==> config.mk <==
export PLATFORM = sky130hd
export DESIGN_NAME = imm_narrower
export DESIGN_NICKNAME = d
export VERILOG_FILES = /design/src/rtl/imm_pkg.sv /design/src/rtl/imm_fit_check.sv /design/src/rtl/imm_narrower.sv
export SDC_FILE = /design/constraint.sdc
export NUM_CORES = 1
export LEC_CHECK = 0
export ABC_AREA = 1
export CAP_MARGIN = 20
export CORE_MARGIN = 5
export CORE_UTILIZATION = 36
export CTS_CLUSTER_SIZE = 28
export DETAILED_ROUTE_END_ITERATION = 12
export HOLD_SLACK_MARGIN = 0.1
export PLACE_DENSITY = 0.64
export SLEW_MARGIN = 20
export SYNTH_ARGS = -nofsm -noshare
export SYNTH_HDL_FRONTEND = slang
export SYNTH_SLANG_ARGS = --single-unit
==> constraint.sdc <==
create_clock -name clk -period 4 [get_ports clk]
set_input_delay 0.8 -clock clk [delete_from_list [all_inputs] [get_ports clk]]
set_output_delay 0.8 -clock clk [all_outputs]
set_load 0.01 [all_outputs]
==> src/rtl/imm_pkg.sv <==
`default_nettype none
// ============================================================================
// Module      : imm_pkg
// Description : Beat-kind and state encodings for the immediate narrower.
// Revision    : 1.0 - initial release
// ============================================================================
package imm_pkg;

    localparam logic [1:0] SIMM  = 2'b00;
    localparam logic [1:0] UPPER = 2'b01;
    localparam logic [1:0] LOWER = 2'b10;

    typedef enum logic [1:0] {
        EMPTY = 2'd0,
        FULL  = 2'd1,
        HI    = 2'd2
    } state_t;

endpackage : imm_pkg
`default_nettype wire

==> src/rtl/imm_fit_check.sv <==
`default_nettype none
// ============================================================================
// Module      : imm_fit_check
// Description : Flags 32-bit values that survive a 16->32 sign-extension trip.
// Revision    : 1.0 - initial release
// ============================================================================
module imm_fit_check (
    input  logic [31:0] i_imm,
    output logic        o_fits
);

    // Bits 31..15 must all equal the sign bit of the 16-bit field.
    assign o_fits = (i_imm[31:15] == '0) | (i_imm[31:15] == '1);

endmodule : imm_fit_check
`default_nettype wire

==> src/rtl/imm_narrower.sv <==
`default_nettype none
// ============================================================================
// Module      : imm_narrower
// Description : Narrows 32-bit immediates to a SIMM beat or an UPPER/LOWER pair.
// Revision    : 1.0 - initial release
// ============================================================================
module imm_narrower
    import imm_pkg::*;
#(
    parameter int CNT_W = 16
) (
    input  logic             clk,
    input  logic             reset,
    input  logic [31:0]      in_data,
    input  logic             in_valid,
    output logic             in_ready,
    output logic [15:0]      out_data,
    output logic [1:0]       out_kind,
    output logic             out_last,
    output logic             out_valid,
    input  logic             out_ready,
    output logic [CNT_W-1:0] split_count
);

    state_t           r_state;
    state_t           w_state_next;
    logic [15:0]      r_data;
    logic [1:0]       r_kind;
    logic             r_last;
    logic [15:0]      r_pending;
    logic [CNT_W-1:0] r_cnt;

    logic w_fits;
    logic w_in_xfer;
    logic w_out_xfer;
    logic w_load_new;
    logic w_load_low;

    imm_fit_check u_fit (
        .i_imm  (in_data),
        .o_fits (w_fits)
    );

    assign in_ready   = (r_state == EMPTY) | ((r_state == FULL) & out_ready);
    assign out_valid  = (r_state != EMPTY);
    assign w_in_xfer  = in_valid & in_ready;
    assign w_out_xfer = out_valid & out_ready;

    always_comb begin
        w_state_next = r_state;
        w_load_new   = 1'b0;
        w_load_low   = 1'b0;
        case (r_state)
            EMPTY: begin
                if (w_in_xfer) begin
                    w_load_new   = 1'b1;
                    w_state_next = w_fits ? FULL : HI;
                end
            end
            FULL: begin
                if (w_out_xfer) begin
                    if (w_in_xfer) begin
                        w_load_new   = 1'b1;
                        w_state_next = w_fits ? FULL : HI;
                    end else begin
                        w_state_next = EMPTY;
                    end
                end
            end
            HI: begin
                if (w_out_xfer) begin
                    w_load_low   = 1'b1;
                    w_state_next = FULL;
                end
            end
            default: w_state_next = EMPTY;
        endcase
    end

    always_ff @(posedge clk) begin
        if (reset) begin
            r_state   <= EMPTY;
            r_data    <= 16'h0000;
            r_kind    <= SIMM;
            r_last    <= 1'b0;
            r_pending <= 16'h0000;
            r_cnt     <= '0;
        end else begin
            r_state <= w_state_next;
            if (w_load_new) begin
                r_data <= w_fits ? in_data[15:0] : in_data[31:16];
                r_kind <= w_fits ? SIMM : UPPER;
                r_last <= w_fits;
                if (!w_fits) begin
                    r_pending <= in_data[15:0];
                    if (r_cnt != '1) begin
                        r_cnt <= r_cnt + CNT_W'(1);
                    end
                end
            end else if (w_load_low) begin
                // Raw low half; the consumer's ori applies zero-extension.
                r_data <= r_pending;
                r_kind <= LOWER;
                r_last <= 1'b1;
            end
        end
    end

    assign out_data    = r_data;
    assign out_kind    = r_kind;
    assign out_last    = r_last;
    assign split_count = r_cnt;

endmodule : imm_narrower
`default_nettype wire

==> run metrics <==
status=completed; FF-to-FF Start=r_state[1]; count leader, synth=nand2_1; root buffer cell=clkbuf_8; placed instance count=533; Ys Warns=0; core area=0.00718 mm²; DR DRC count=0; CTS Buf Count=5; critical path's slowest cell=clkdlybuf4s50_1; post-synth cell types=30; vias per cell=5.10; top cell type's share of synthesized area=40.2%; Final Hold Viols=0; origin of the worst min-delay path=out_kind[1]; Reg2Reg Setup Slack=2020 ps; Multi-input gate area=0.00141 mm²; setup_tns=0 ps; Clk pin slew, worst setup/hold paths=100 ps; first-pass GRT wire length=12.5 mm; Worst-Skew Late Latency=320 ps; Hold Slack=484 ps; hold depth=2; Slew headroom=50.2%; ys flop type=dfxtp_1; initial DRC count=151; Crit path buffers/inverters=4; total number of vias=2758; Filler Cell Count=714; Pre-Repair DR Iteration Count=4; Nets=478; overall power=1.14 mW; Worst Max-Slew Pin Slew=746 ps; worst hold path endpoint=out_kind[1]; Resize count post-CTS=0; number of global-route vias before repair=2533; Cell Pwr Density=326 mW/mm²; WL final=7.74 mm; top area cells in the synthesized netlist=dfxtp_1 40%, nand2_1 15%, nor2_1 9.3%; worst hold path class=flip-flop to flip-flop; critical path cell sequence=clkdlybuf4s50_1, inv_1, nand2_1, inv_1, nor2_1, clkdlybuf4s50_1; non-filler cells, final=541; Pleak=1.33 nW; RePlAce Congestion=0.796; startpoint types=primary input; layout cells sized above 1=5.43%; Die Ht=95.6 µm; total gr overflow=0; PortBufs=72; Layout Area Growth over Synthesis=33.1%; synth cell count leaders=102 x nand2_1, 65 x nor2_1, 53 x dfxtp_1; cell accounting for the most synthesized area=dfxtp_1; Tmin final=2870 ps; f_max=348 MHz; Crit Path Class=primary input to output pin; Post-synth EDFFs=0; CP top delay family=buffers and inverters; final setup vio count=0; asr flop ratio synth=0%; Mapped Cells=376; Routed Antenna Nets=0; IO Count=73; slowest stage delay, CP=540 ps; synthesized cell area=0.00264 mm²; register area=0.00106 mm²; Crit path required time=3200 ps; sequential area share after synthesis=40.2%; DP Wirelength=5.34 mm; n_diodes=0; final slew viol count=0; largest net degree at the start of global routing=26; post-CTS setup buffers=0; antenna violations before repair=0; Critical Path End Type=output pin; worst slack at placement=1100 ps; Worst Setup Slack, final=1130 ps; Max VDD drop=0.152 mV; CTS Sinks=53; critical path peak fanout=2; Syn Area/Cell=7.01 µm²; die width=95.6 µm; Avg WL per Cell=14.3 µm; Initial Util=36.7%; cell count of the worst reg-to-reg path=7; worst-case clock buffer depth=2; Total GRT Usage=17.3%; R2R Path End=r_pending[13]; CTS Hold Buffers Added=0; Worst Path Arrival=2070 ps; Final Skew=7.29 ps; Final Cycle Share=71.8%; syn_nets=413; FF+latch count, synth=53; CTS tree=yes; htree depth=2; # rows=31; max cap viols=0; die area=0.00913 mm²; RSZ-0062 raised after global routing=false
==> per-stage QoR <==
| stage | area (µm²) | util, % |
|---|---|---|
| after floorplan | 2640 | - |
| after global placement | 3420 | 47.7 |
| after detailed placement | 3420 | 47.7 |
| after CTS | 3510 | 48.9 |
| after global routing | 3510 | 48.9 |
| final | 3510 | 48.9 |
==> cell families (layout without fill, tap and decap cells) <==
family,count (synthesis),in the layout,synth area share (%)
XOR/XNOR,6,6,1.99
AO/OA/AOI/OAI,70,70,16.4
adder cells (fa/ha/maj),1,1,0.475
flip-flops,53,53,40.2
AND/OR/NAND/NOR,207,207,34.4
buffers and inverters,39,105,6.45
==> routing by layer <==
layer	GRT usage, %	vias to the layer above	wire [µm]
li1	-	1402	-
met1	23.7	1246	3520
met2	27.7	101	3490
met3	3.39	9	655
met4	4.74	0	74
met5	0	-	0
==> worst max path at each step <==
stage	from	endpoint	slack [ps]	depth (start not counted)
after floorplan	out_ready	in_ready	2110	4
after global placement	in_data[15]	split_count[1]	1080	11
after detailed placement	out_ready	r_state[0]	1100	9
after CTS	out_ready	in_ready	1110	6
after global routing	out_ready	in_ready	1080	6
final	out_ready	in_ready	1130	6
==> final cells by class <==
type | instances | share of cell area [%]
clock buffers | 6 | 2.07
multi-input cells | 284 | 40.0
well taps | 99 | 3.53
clock inverters | 2 | 0.392
inverters | 20 | 2.14
flip-flops and latches | 53 | 30.2
repair buffers | 77 | 21.6
==> placed cells by master (no fill, tap or decap), drive strengths merged <==
master         instances
nand4                 20
dfxtp                 53
nand3b                 1
a31oi                 15
o21ai                 22
clkinv                 3
buf                    5
inv                   19
ha                     1
a21oi                 18
nor3                   2
nor2                  68
or2                    1
xnor2                  3
nand3                 10
clkbuf                 6
clkdlybuf4s50         72
xor2                   3
o221ai                15
nand2                105
==> report_power, final <==
part           switching (mW)  leakage (nW)  internal, mW  total, mW
clock network           0.186        0.0456         0.125      0.311
logic                   0.125         0.851         0.115      0.240
registers              0.0235         0.435         0.567      0.591
==> state kept, by name, indices dropped and copies added, names as in the netlist <==
signal and cells:
out_data 16, out_last 1, r_pending 16, r_state 2, split_count 16, out_kind 2
==> worst min-delay path: cells and delay by family, from the launching register on <==
kind / cells / cell delay, ps
AOI/OAI and AO/OA: 1 / 50
DFF: 1 / 330
and+or+nand+nor: 1 / 70
(Power assumes the default switching activity.)
